**src/rtl/gate_arbiter_if.sv**
```systemverilog
// gate_arbiter_if: request/response bundle between two requesters, the arbiter and one consumer.
//   master: drives req*_valid/a/b/op and rsp_ready; sees req*_ready and rsp_valid/id/y.
//   slave : the arbiter side of the same signals.
interface gate_arbiter_if #(parameter int WIDTH = 8) ();
    logic             req0_valid;
    logic             req0_ready;
    logic [WIDTH-1:0] req0_a;
    logic [WIDTH-1:0] req0_b;
    logic             req0_op;
    logic             req1_valid;
    logic             req1_ready;
    logic [WIDTH-1:0] req1_a;
    logic [WIDTH-1:0] req1_b;
    logic             req1_op;
    logic             rsp_valid;
    logic             rsp_ready;
    logic             rsp_id;
    logic [WIDTH-1:0] rsp_y;

    modport master (
        output req0_valid, req0_a, req0_b, req0_op,
        output req1_valid, req1_a, req1_b, req1_op,
        output rsp_ready,
        input  req0_ready, req1_ready, rsp_valid, rsp_id, rsp_y
    );

    modport slave (
        input  req0_valid, req0_a, req0_b, req0_op,
        input  req1_valid, req1_a, req1_b, req1_op,
        input  rsp_ready,
        output req0_ready, req1_ready, rsp_valid, rsp_id, rsp_y
    );
endinterface

```
**src/rtl/gate_arbiter.sv**
```systemverilog
// gate_arbiter: two-requester round-robin arbiter feeding a one-deep NAND/NOR result register.
//   clk       : rising-edge clock
//   rst_n     : asynchronous active-low reset
//   bus       : gate_arbiter_if.slave (requests in, readies out, result out)
//   gnt_cnt0/1: saturating 8-bit accepted-transfer counters, present only with GATE_ARBITER_STATS_EN
module gate_arbiter #(
    parameter int WIDTH = 8
) (
    input logic           clk,
    input logic           rst_n,
    gate_arbiter_if.slave bus
`ifdef GATE_ARBITER_STATS_EN
    ,
    output logic [7:0]    gnt_cnt0,
    output logic [7:0]    gnt_cnt1
`endif
);
    typedef enum logic {EMPTY, FULL} state_t;

    state_t           state_q, state_d;
    logic             last_grant_q, last_grant_d;
    logic             rsp_id_q, rsp_id_d;
    logic [WIDTH-1:0] rsp_y_q, rsp_y_d;
    logic             gnt, open, rdy0, rdy1, xfer, op;
    logic [WIDTH-1:0] a, b;

    always_comb begin
        // With a lone valid requester it wins; with two, the one not served last wins.
        gnt = (bus.req0_valid && bus.req1_valid) ? !last_grant_q : bus.req1_valid;
        open = (state_q == EMPTY) || bus.rsp_ready;
        rdy0 = open && bus.req0_valid && !gnt;
        rdy1 = open && bus.req1_valid && gnt;
        xfer = rdy0 || rdy1;
        a = gnt ? bus.req1_a : bus.req0_a;
        b = gnt ? bus.req1_b : bus.req0_b;
        op = gnt ? bus.req1_op : bus.req0_op;
        state_d = xfer ? FULL : (bus.rsp_ready ? EMPTY : state_q);
        last_grant_d = xfer ? gnt : last_grant_q;
        rsp_id_d = xfer ? gnt : rsp_id_q;
        rsp_y_d = xfer ? (op ? ~(a | b) : ~(a & b)) : rsp_y_q;
    end

    always_ff @(posedge clk or negedge rst_n) begin
        if (!rst_n) begin
            state_q <= EMPTY;
            last_grant_q <= 1'b1;
            rsp_id_q <= 1'b0;
            rsp_y_q <= '0;
        end else begin
            state_q <= state_d;
            last_grant_q <= last_grant_d;
            rsp_id_q <= rsp_id_d;
            rsp_y_q <= rsp_y_d;
        end
    end

    assign bus.req0_ready = rdy0;
    assign bus.req1_ready = rdy1;
    assign bus.rsp_valid = (state_q == FULL);
    assign bus.rsp_id = rsp_id_q;
    assign bus.rsp_y = rsp_y_q;

`ifdef GATE_ARBITER_STATS_EN
    logic [7:0] cnt0_q, cnt0_d, cnt1_q, cnt1_d;

    always_comb begin
        cnt0_d = (rdy0 && cnt0_q != 8'hFF) ? cnt0_q + 8'd1 : cnt0_q;
        cnt1_d = (rdy1 && cnt1_q != 8'hFF) ? cnt1_q + 8'd1 : cnt1_q;
    end

    always_ff @(posedge clk or negedge rst_n) begin
        if (!rst_n) begin
            cnt0_q <= 8'd0;
            cnt1_q <= 8'd0;
        end else begin
            cnt0_q <= cnt0_d;
            cnt1_q <= cnt1_d;
        end
    end

    assign gnt_cnt0 = cnt0_q;
    assign gnt_cnt1 = cnt1_q;
`endif
endmodule

```
**src/flat_wrapper.sv**
```systemverilog
// flat-port wrapper written by rule: the top's interface ports become plain ports
module gate_arbiter_flat 
#(
    parameter int WIDTH = 8
)
  (clk, rst_n, bus_req0_valid, bus_req0_a, bus_req0_b, bus_req0_op, bus_req1_valid, bus_req1_a, bus_req1_b, bus_req1_op, bus_rsp_ready, bus_req0_ready, bus_req1_ready, bus_rsp_valid, bus_rsp_id, bus_rsp_y);
  gate_arbiter_if #(.WIDTH(WIDTH)) bus_i ();
  input logic clk;
  input logic rst_n;
  input wire logic [$bits(bus_i.req0_valid)-1:0] bus_req0_valid;
  input wire logic [$bits(bus_i.req0_a)-1:0] bus_req0_a;
  input wire logic [$bits(bus_i.req0_b)-1:0] bus_req0_b;
  input wire logic [$bits(bus_i.req0_op)-1:0] bus_req0_op;
  input wire logic [$bits(bus_i.req1_valid)-1:0] bus_req1_valid;
  input wire logic [$bits(bus_i.req1_a)-1:0] bus_req1_a;
  input wire logic [$bits(bus_i.req1_b)-1:0] bus_req1_b;
  input wire logic [$bits(bus_i.req1_op)-1:0] bus_req1_op;
  input wire logic [$bits(bus_i.rsp_ready)-1:0] bus_rsp_ready;
  output wire logic [$bits(bus_i.req0_ready)-1:0] bus_req0_ready;
  output wire logic [$bits(bus_i.req1_ready)-1:0] bus_req1_ready;
  output wire logic [$bits(bus_i.rsp_valid)-1:0] bus_rsp_valid;
  output wire logic [$bits(bus_i.rsp_id)-1:0] bus_rsp_id;
  output wire logic [$bits(bus_i.rsp_y)-1:0] bus_rsp_y;
  assign bus_i.req0_valid = bus_req0_valid;
  assign bus_i.req0_a = bus_req0_a;
  assign bus_i.req0_b = bus_req0_b;
  assign bus_i.req0_op = bus_req0_op;
  assign bus_i.req1_valid = bus_req1_valid;
  assign bus_i.req1_a = bus_req1_a;
  assign bus_i.req1_b = bus_req1_b;
  assign bus_i.req1_op = bus_req1_op;
  assign bus_i.rsp_ready = bus_rsp_ready;
  assign bus_req0_ready = bus_i.req0_ready;
  assign bus_req1_ready = bus_i.req1_ready;
  assign bus_rsp_valid = bus_i.rsp_valid;
  assign bus_rsp_id = bus_i.rsp_id;
  assign bus_rsp_y = bus_i.rsp_y;
  gate_arbiter #(.WIDTH(WIDTH)) u_core (.clk(clk), .rst_n(rst_n), .bus(bus_i));
endmodule
```
**config.mk**
```make
export PLATFORM = sky130hd
export DESIGN_NAME = gate_arbiter_flat
export DESIGN_NICKNAME = d
export VERILOG_FILES = /design/src/rtl/gate_arbiter_if.sv /design/src/rtl/gate_arbiter.sv /design/src/flat_wrapper.sv
export SDC_FILE = /design/constraint.sdc
export NUM_CORES = 1
export LEC_CHECK = 0
export CORE_ASPECT_RATIO = 1.4
export CORE_MARGIN = 1
export CORE_UTILIZATION = 34
export CTS_CLUSTER_DIAMETER = 200
export DETAILED_ROUTE_END_ITERATION = 8
export PLACE_DENSITY = 0.79
export RECOVER_POWER = 50
export SLEW_MARGIN = 40
export SYNTH_ARGS = -nofsm -noshare
export SYNTH_HDL_FRONTEND = slang
export SYNTH_SLANG_ARGS = --single-unit
```
**constraint.sdc**
```tcl
create_clock -name clk -period 1.8 [get_ports clk]
set_input_delay 0.27 -clock clk [delete_from_list [all_inputs] [get_ports clk]]
set_output_delay 0.27 -clock clk [all_outputs]
set_load 0.01 [all_outputs]
```
==> flow_summary.json, run 1 <==
{
  "run_status": "finished, final reports clean",
  "yosysWarningCount": 0,
  "path_cells": "a21boi_1 -> or3_4 -> inv_2 -> buf_6",
  "fin_ws_ps": 95.6,
  "setup.worst_path.end_class": "output port",
  "multi_input_comb_area_um2": 395,
  "final_min_period_over_clock_period_pct": 94.7,
  "fin_util_pct": 64.6,
  "number_of_max_cap_violations": 0,
  "cp.arrival_ps": 1430,
  "tns_ps": 0,
  "io_buffers": 50,
  "fmax_mhz": 587,
  "grt_max_degree": 12,
  "antenna_found_initial": 0,
  "numCtsBuffers": 3,
  "finish.net_count": 158,
  "finClkSkew_ps": 3.00,
  "vias": 742,
  "detail_route.wirelength_um": 1980,
  "register_area_um2": 277,
  "power_per_cell_area_nw_per_um2": 651,
  "hold_violations": 0,
  "worst_pin_slew_ps": 515,
  "timing.final.max_slew_violations": 0,
  "clock_sink_count": 11,
  "timing.hold.ws_ps": 406,
  "max-clock-path-buffers": 2,
  "dr_wl_met3_um": 136,
  "synth_cell_type_count": 15,
  "relSlewSlack_pct": 65.5,
  "seq_area_frac_synth_pct": 39.0,
  "synth_area_per_cell_um2": 11.4,
  "ctsHtreeMaxLevel": 1,
  "remaining_overflow_grt": 0,
  "synth_top_cells_by_area": "dfrtp_1 (35%), maj3_1 (23%), o221ai_2 (17%)",
  "vdd_ir_drop_max_uv": 351,
  "worst-setup-path-type": "reg2out",
  "finalSetupViolations": 0,
  "cts_post_setup_buffers_inserted": 0,
  "synthDominantCellAreaShare_pct": 35.3,
  "dpl_worst_slack_ps": -365,
  "worst_path_largest_cell_delay_ps": 540,
  "gp_routability_congestion": 0.668,
  "worstPathMaxFanout": 3,
  "avgViaCountPerCell": 5.34,
  "grt_pass1_wl_um": 3200,
  "cts_tree": "done",
  "post-dp-hpwl_um": 1640,
  "filler_cell_count": 170,
  "route.detailed.drc": 0,
  "first_pass_iters": 4,
  "grt_setup_unrepaired": "no",
  "ant_nets": 0,
  "yosys_register_bits": 11,
  "met2_wirelength_um": 1100,
  "detail_route.wl_per_cell_um": 14.3,
  "die-area_um2": 2270,
  "syn_nets": 101,
  "synth_common_cells": "maj3_1 (16), dfrtp_1 (10), o21ai_0 (10)",
  "cts.clk_slew.worst_paths_ps": 70,
  "synth-edff-count": 0,
  "dominantRegCellSynth": "dfrtp_1",
  "layout-drive-gt1-share_pct": 17.8,
  "diodes": 0,
  "yosys.cell_count.top_type": "maj3_1",
  "critPathLaunchType": "flip-flop",
  "grt_pass1_vias": 791,
  "hold_path.class": "in2async",
  "core_area_um2": 1970,
  "die_h_um": 56,
  "synth.largest_area_cell": "dfrtp_1",
  "die_width_um": 40.6,
  "critPathTopFamily": "flip-flops",
  "worst_ep_required_time_ps": 1530,
  "crit_path_top_delay_cell": "dfstp_2",
  "route.layer.met1.wl_um": 723,
  "syn-instance-count": 62,
  "area_growth_pct": 80.0,
  "boundaryPins": 51,
  "initial_core_util_pct": 35.9,
  "dr.first_iter.drc_count": 5,
  "critical_path.n_buffers_inverters": 2,
  "mappedNetlistArea_um2": 708,
  "grt.total_usage_pct": 20.0,
  "fin_crit_ps": 1700,
  "core.rowCount": 19,
  "clock_latency_ps": 270,
  "postSynth.asyncResetShare_pct": 100,
  "routed.top_layer": "met4",
  "total_leakage_power_nw": 0.496,
  "cts_root_buf": "clkbuf_4"
}
==> sequential cells by signal, summed over array words and instances, names as in the netlist <==
| signal | flops |
|---|---|
| u_core.bus.rsp_valid | 1 |
| u_core.bus.rsp_id | 1 |
| u_core.last_grant_q | 1 |
| u_core.bus.rsp_y | 8 |
==> where the power goes <==
| group | switching, mW | internal, mW |
|---|---|---|
| Combinational | 0.133 | 0.210 |
| Sequential | 0.0207 | 0.295 |
| Clock | 0.0854 | 0.0858 |
==> path summary, 6_finish.rpt <==
| check | start | endpoint | slack (ps) | depth (start not counted) |
|---|---|---|---|---|
| max | u_core.last_grant_q | bus_req0_ready | 100 | 4 |
| min in group clk | bus_req1_valid | u_core.last_grant_q | 420 | 3 |
| min | rst_n | u_core.bus.rsp_y[1] | 410 | 1 |
| max in group asynchronous | rst_n | u_core.last_grant_q | 1040 | 1 |
| min reg2reg | u_core.last_grant_q | u_core.last_grant_q | 510 | 2 |
| max reg2reg | u_core.last_grant_q | u_core.bus.rsp_y[0] | 330 | 4 |
==> placed cells by master (no fill, tap or decap), types with 3 or more instances in the layout <==
master and n:
o221ai_2 8, dlygate4sd3_1 4, buf_4 4, dfrtp_1 10, nand2_1 3, clkbuf_4 3, maj3_1 16, clkbuf_1 3
clkdlybuf4s50_1 42, o21ai_0 10
==> stage by stage <==
step | cells | power (mW) | area (µm²)
detailed placement | 135 | 0.676 | 1250
floorplan | 62 | 0.464 | 708
global route | 139 | 0.883 | 1270
CTS | 139 | 0.845 | 1270
finish | 139 | 0.830 | 1270
global placement | 135 | 0.667 | 1250
==> repair_timing <==
item,CTS,global route
resized for setup,7,4
pin swaps,1,1
endpoints found under the setup margin,2,2
hold buffers,0,0
==> final cells by class <==
class | instances | share of cell area [%]
Sequential cell | 11 | 21.7
Multi-Input combinational cell | 44 | 31.0
Timing Repair Buffer | 56 | 42.3
Clock buffer | 4 | 2.06
Tap cell | 21 | 2.06
Inverter | 3 | 0.883
==> routing by layer <==
layer	vias up	GRT usage [%]
li1	347	-
met1	357	19.6
met2	35	38.3
met3	3	2.80
met4	0	5.71
met5	-	0
==> logic make-up after synthesis <==
logic type	Yosys count	synth area share (%)
adder cells (fa/ha/maj)	16	22.6
AO/OA/AOI/OAI	20	25.8
AND/OR/NAND/NOR	8	6.71
buffers and inverters	7	5.83
flip-flops	11	39.0
Power figures use the tool's default switching activity.
==> inputs of run 2 (changes only) <==
ABC_AREA = 1   (was default)
CELL_PAD_IN_SITES_DETAIL_PLACEMENT = 0   (was default)
CELL_PAD_IN_SITES_GLOBAL_PLACEMENT = 2   (was default)
CORE_UTILIZATION = 20   (was 34)
PLACE_DENSITY = default   (was 0.79)
PLACE_DENSITY_LB_ADDON = 0.1   (was default)
==> run 2 against run 1 <==
  * Clock power is 42% higher
  * First-iteration DRC count grew to 8.6 times the previous value
  * Register-to-register slack worse by 40 ps
  * Routed wire length is 70% higher
  * Design area is 41% higher
  * Via count is 70% higher
  * Global-route usage is 8.2 points lower
  * Final cell count is 130% higher
  * Combinational power is 75% higher
  * Synthesized cell count grew to 3.1 times the previous value
  * Die area grew to 2.6 times the previous value
==> flow_summary.json, run 2 <==
{
  "final_min_period_over_clock_period_pct": 93.3,
  "most_common_cell_after_layout_fill_and_taps_aside": "nand2_1",
  "antenna_found_initial": 0,
  "core_area_um2": 5490,
  "worst-setup-path-type": "in2out",
  "boundaryPins": 51,
  "dpl-instance-area_um2": 1750,
  "core.rowCount": 32,
  "timing.hold.ws_ps": 442,
  "syn_nets": 232,
  "grt_max_degree": 41,
  "diodes": 0,
  "setup.worst_path.end_class": "output port",
  "numCtsBuffers": 3,
  "layout-drive-gt1-share_pct": 8.10,
  "worst_ep_required_time_ps": 1530,
  "io_buffers": 50,
  "r2r_cells": 10,
  "dominantRegCellSynth": "dfrtp_1",
  "worstPathMaxFanout": 2,
  "mappedNetlistArea_um2": 1130,
  "synth-edff-count": 0,
  "cts_root_buf": "clkbuf_8",
  "timing.final.max_slew_violations": 0,
  "synth_area_per_cell_um2": 5.85,
  "postSynth.asyncResetShare_pct": 100,
  "endpoint_of_the_worst_slack_reg_to_reg_timing_path": "u_core.bus.rsp_y[3]",
  "grt_pass1_wl_um": 5580,
  "synth_common_cells": "nand2_1 (103), inv_1 (21), nand3_1 (16)",
  "worst_path_largest_cell_delay_ps": 520,
  "path_cells": "clkdlybuf4s50_1 -> inv_1 -> nor2_1 -> inv_1 -> nor2_1 -> dlygate4sd2_1",
  "most_frequent_cells_in_the_layout": "nand2_1 (103), clkdlybuf4s50_1 (43), inv_1 (21)",
  "die_h_um": 90.9,
  "relSlewSlack_pct": 66.4,
  "max-clock-path-buffers": 2,
  "die-area_um2": 5950,
  "regToRegStartpoint": "u_core.last_grant_q",
  "avgViaCountPerCell": 4.00,
  "ant_nets": 0,
  "gp_routability_congestion": 0.673,
  "seq_area_frac_synth_pct": 24.5,
  "worst-r2r-setup-slack_ps": 290,
  "vias": 1261,
  "syn-instance-count": 193,
  "yosys.cell_count.top_type": "nand2_1",
  "finClkSkew_ps": 2.31,
  "yosys_register_bits": 11,
  "post_layout_power_mw": 1.19,
  "largest_register_ffs": 8,
  "number_of_max_cap_violations": 0,
  "worst_pin_slew_ps": 503,
  "remaining_overflow_grt": 0,
  "hold_path.class": "in2async",
  "power_per_cell_area_nw_per_um2": 662,
  "layout.cell_area.non_filler_um2": 1790,
  "synth_cell_type_count": 18,
  "die_width_um": 65.5,
  "initial_core_util_pct": 20.6,
  "total_leakage_power_nw": 0.948,
  "cts.clk_slew.worst_paths_ps": 50,
  "route.detailed.drc": 0,
  "detail_route.wirelength_um": 3370,
  "finalSetupViolations": 0,
  "cts_tree": "done",
  "vdd_ir_drop_max_uv": 528,
  "cp.arrival_ps": 1410,
  "clock_sink_count": 11,
  "run_status": "finished, final reports clean",
  "post-dp-hpwl_um": 2450,
  "ctsHtreeMaxLevel": 1,
  "first_pass_iters": 4,
  "synthDominantCellAreaShare_pct": 34.3,
  "grt.total_usage_pct": 11.8,
  "area_growth_pct": 58.9,
  "hold_violations": 0,
  "critPathLaunchType": "input pin",
  "ctsHoldBuffers": 0,
  "fin_crit_ps": 1680,
  "yosysWarningCount": 0,
  "synth_top_cells_by_area": "nand2_1 (34%), dfrtp_1 (22%), nand3_1 (7.1%)",
  "finish.net_count": 287,
  "fmax_mhz": 596,
  "crit_path_top_delay_cell": "clkdlybuf4s50_1",
  "dr.first_iter.drc_count": 43,
  "clock_latency_ps": 230,
  "grt_setup_unrepaired": "no",
  "grt_pass1_vias": 1269,
  "detail_route.wl_per_cell_um": 10.7,
  "synth.largest_area_cell": "nand2_1"
}
## run 2: cell count changes after synthesis, moves of 4 or more
| cell | change |
|---|---|
| o221ai_2 | -8 |
| inv_1 | +18 |
| a21oi_1 | +6 |
| buf_2 | +4 |
| nand3b_1 | +8 |
| o21ai_1 | +5 |
| maj3_1 | -16 |
| o21ai_0 | -6 |
| nand2_1 | +100 |
| nand3_1 | +16 |
## run 2: stage by stage
step | worst slack [ps] | TNS, ps | util [%] | cells
2_1_floorplan | 515 | 0 | - | 193
3_3_place_gp | -163 | -254 | 31.9 | 311
3_5_place_dp | -168 | -264 | 31.9 | 311
4_1_cts | 97.8 | 0 | 32.7 | 315
5_1_grt | 19.2 | 0 | 32.7 | 315
6_report | 121 | 0 | 32.7 | 315
## run 2: cells by family (layout without fill, tap and decap cells)
group / Yosys count / count (layout) / synth area share [%]
and+or+nand+nor: 134 / 134 / 53.9
buffers and inverters: 31 / 85 / 13.7
DFF: 11 / 11 / 24.5
AOI/OAI and AO/OA: 17 / 17 / 7.87
## run 2: worst max-delay path by stage
stage,start,end,slack [ps]
finish,bus_req0_valid,bus_req0_ready,120
global route,bus_req0_valid,bus_req0_ready,20
CTS,bus_req0_valid,bus_req0_ready,100
detailed placement,bus_req0_valid,bus_req0_ready,-170
global placement,bus_req0_valid,bus_req0_ready,-160
floorplan,u_core.bus.rsp_valid,bus_req0_ready,520
## run 2: what timing repair did
| item | 4_1_cts | 5_1_grt |
|---|---|---|
| setup endpoints to repair | 2 | 0 |
| buffers inserted | 0 | 0 |
| resized for setup | 2 | 0 |
## run 2: cell type report
| class | count | area (µm²) |
|---|---|---|
| Timing Repair Buffer | 60 | 611 |
| Fill cell | 617 | 3690 |
| Sequential cell | 11 | 277 |
| Clock buffer | 4 | 45.0 |
| Inverter | 21 | 78.8 |
| Multi-Input combinational cell | 151 | 697 |
| Tap cell | 68 | 85.1 |
## run 2: layer usage
layer / vias up / global-route usage [%] / routed length (µm)
met5: - / 0 / 0
met4: 0 / 3.26 / 14
met3: 2 / 2.02 / 186
met2: 31 / 19.9 / 1520
met1: 530 / 15.2 / 1650
li1: 698 / - / -
## run 2: critical path, delay by kind of cell
kind	cells	cell delay, ps
buffers and inverters	4	920
AND/OR/NAND/NOR	2	220
## run 2: power by group
group | switching [mW] | internal, mW | total [mW]
Sequential | 0.0341 | 0.310 | 0.344
Clock | 0.0876 | 0.155 | 0.243
Combinational | 0.294 | 0.306 | 0.600
Total | 0.415 | 0.772 | 1.19
==> inputs of run 3 (changes only) <==
CORE_MARGIN = 2   (was 1)
SLEW_MARGIN = 15   (was 40)
==> run 3 against run 2 <==
  * Flip-flop and latch count stayed put
  * Critical endpoint is now bus_req1_ready
  * Via count is 2.1% higher
  * Critical path type unchanged
  * Routed wire length is 1.8% higher
  * Largest power group unchanged
==> flow_summary.json, run 3 (synthesis gave the netlist of run 2 again) <==
{
  "max-clock-path-buffers": 2,
  "ctsHtreeMaxLevel": 1,
  "relSlewSlack_pct": 67.2,
  "power_per_cell_area_nw_per_um2": 664,
  "vias": 1288,
  "worstPathMaxFanout": 2,
  "detail_route.wirelength_um": 3430,
  "finish.net_count": 287,
  "boundaryPins": 51,
  "antenna_found_initial": 0,
  "layout.cells.non_filler": 315,
  "largest_register_ffs": 8,
  "number_of_max_cap_violations": 0,
  "grt_pass1_wl_um": 5640,
  "run_status": "finished, final reports clean",
  "finalSetupViolations": 0,
  "clock_latency_ps": 230,
  "clock_sink_count": 11,
  "cts_root_buf": "clkbuf_8",
  "numCtsBuffers": 3,
  "cts_tree": "done",
  "worst_pin_slew_ps": 490,
  "diodes": 0,
  "placedCellCount": 311,
  "total_leakage_power_nw": 0.938,
  "finClkSkew_ps": 1.54,
  "detail_route.wl_per_cell_um": 10.9,
  "fin_crit_ps": 1670,
  "post-dp-hpwl_um": 2610,
  "hold_violations": 0,
  "setup.worst_path.end_class": "output port",
  "layout-drive-gt1-share_pct": 7.69,
  "vdd_ir_drop_max_uv": 358,
  "io_buffers": 50,
  "fin_util_pct": 32.4,
  "initial_core_util_pct": 20.6,
  "most_frequent_cells_in_the_layout": "nand2_1 (103), clkdlybuf4s50_1 (43), inv_1 (21)",
  "grt_pass1_vias": 1253,
  "ctsHoldBuffers": 0,
  "grt_max_degree": 26,
  "cp.arrival_ps": 1400,
  "first_pass_iters": 4,
  "core_area_um2": 5490,
  "hold_path.class": "in2async",
  "critPathLaunchType": "input pin",
  "layout.cell_area.non_filler_um2": 1780,
  "final_min_period_over_clock_period_pct": 92.8,
  "timing.final.max_slew_violations": 0,
  "ant_nets": 0,
  "dr.first_iter.drc_count": 48,
  "area_growth_pct": 57.4,
  "post_layout_power_mw": 1.18,
  "die_h_um": 92.9,
  "remaining_overflow_grt": 0,
  "worst_ep_required_time_ps": 1530,
  "gp_routability_congestion": 0.671,
  "die_width_um": 67.5,
  "avgViaCountPerCell": 4.09,
  "cts.clk_slew.worst_paths_ps": 50,
  "core.rowCount": 32,
  "worst-setup-path-type": "in2out",
  "cts_post_setup_buffers_inserted": 0,
  "die-area_um2": 6270,
  "grt.total_usage_pct": 11.4,
  "grt_setup_unrepaired": "no",
  "most_common_cell_after_layout_fill_and_taps_aside": "nand2_1",
  "dpl-instance-area_um2": 1740,
  "route.detailed.drc": 0,
  "fmax_mhz": 599
}
## run 3: cell types whose count changed in the layout (fill, tap and decap cells not counted)
| cell | change |
|---|---|
| buf_12 | -1 |
| clkbuf_4 | -1 |
| buf_4 | +1 |
| clkbuf_1 | +1 |
## run 3: power by group
part           leakage, nW  internal (mW)  switching (mW)
combinational        0.785          0.300           0.291
clock               0.0228          0.155          0.0881
sequential           0.130          0.310          0.0352
total                0.938          0.765           0.414
## run 3: final timing paths
| path | start | endpoint | slack [ps] | cells after the start |
|---|---|---|---|---|
| setup / recovery | bus_rsp_ready | bus_req1_ready | 130 | 5 |
| hold / removal | rst_n | u_core.bus.rsp_y[6] | 440 | 1 |
| hold reg to reg | u_core.bus.rsp_y[5] | u_core.bus.rsp_y[5] | 470 | 2 |
| min in group clk | u_core.bus.rsp_y[5] | u_core.bus.rsp_y[5] | 470 | 2 |
| max in group asynchronous | rst_n | u_core.last_grant_q | 1010 | 1 |
| setup reg to reg | u_core.last_grant_q | u_core.bus.rsp_y[3] | 270 | 9 |
## run 3: metal layers
layer | wire [µm] | track usage, %
met3 | 210 | 1.09
met4 | 8 | 2.55
met2 | 1620 | 18.8
met5 | 0 | 0
met1 | 1590 | 15.7
## run 3: layout make-up
class | instances | area [µm²]
clock buffer | 4 | 45.0
fill | 611 | 3710
inverter | 21 | 78.8
multi-input combinational | 151 | 697
sequential | 11 | 277
tap | 68 | 85.1
timing repair buffer | 60 | 594
## run 3: repair_timing
item                                   CTS  global route
endpoints found under the hold margin    0             0
resized for setup                        2             0
setup endpoints to repair                2             0
## run 3: worst max-delay path: stages
cell and delay, ps:
clkdlybuf4s50_1 450, nor2_4 130, clkbuf_1 210, nor2_8 60, dlygate4sd2_1 280
## run 3: metrics by stage
| step | hold slack, ps | setup slack (ps) | TNS [ps] |
|---|---|---|---|
| 2_1_floorplan | -25.6 | 515 | 0 |
| 6_report | 437 | 130 | 0 |
| 3_5_place_dp | 474 | -151 | -293 |
| 3_3_place_gp | 470 | -157 | -351 |
| 5_1_grt | 466 | 21.5 | 0 |
| 4_1_cts | 378 | 127 | 0 |
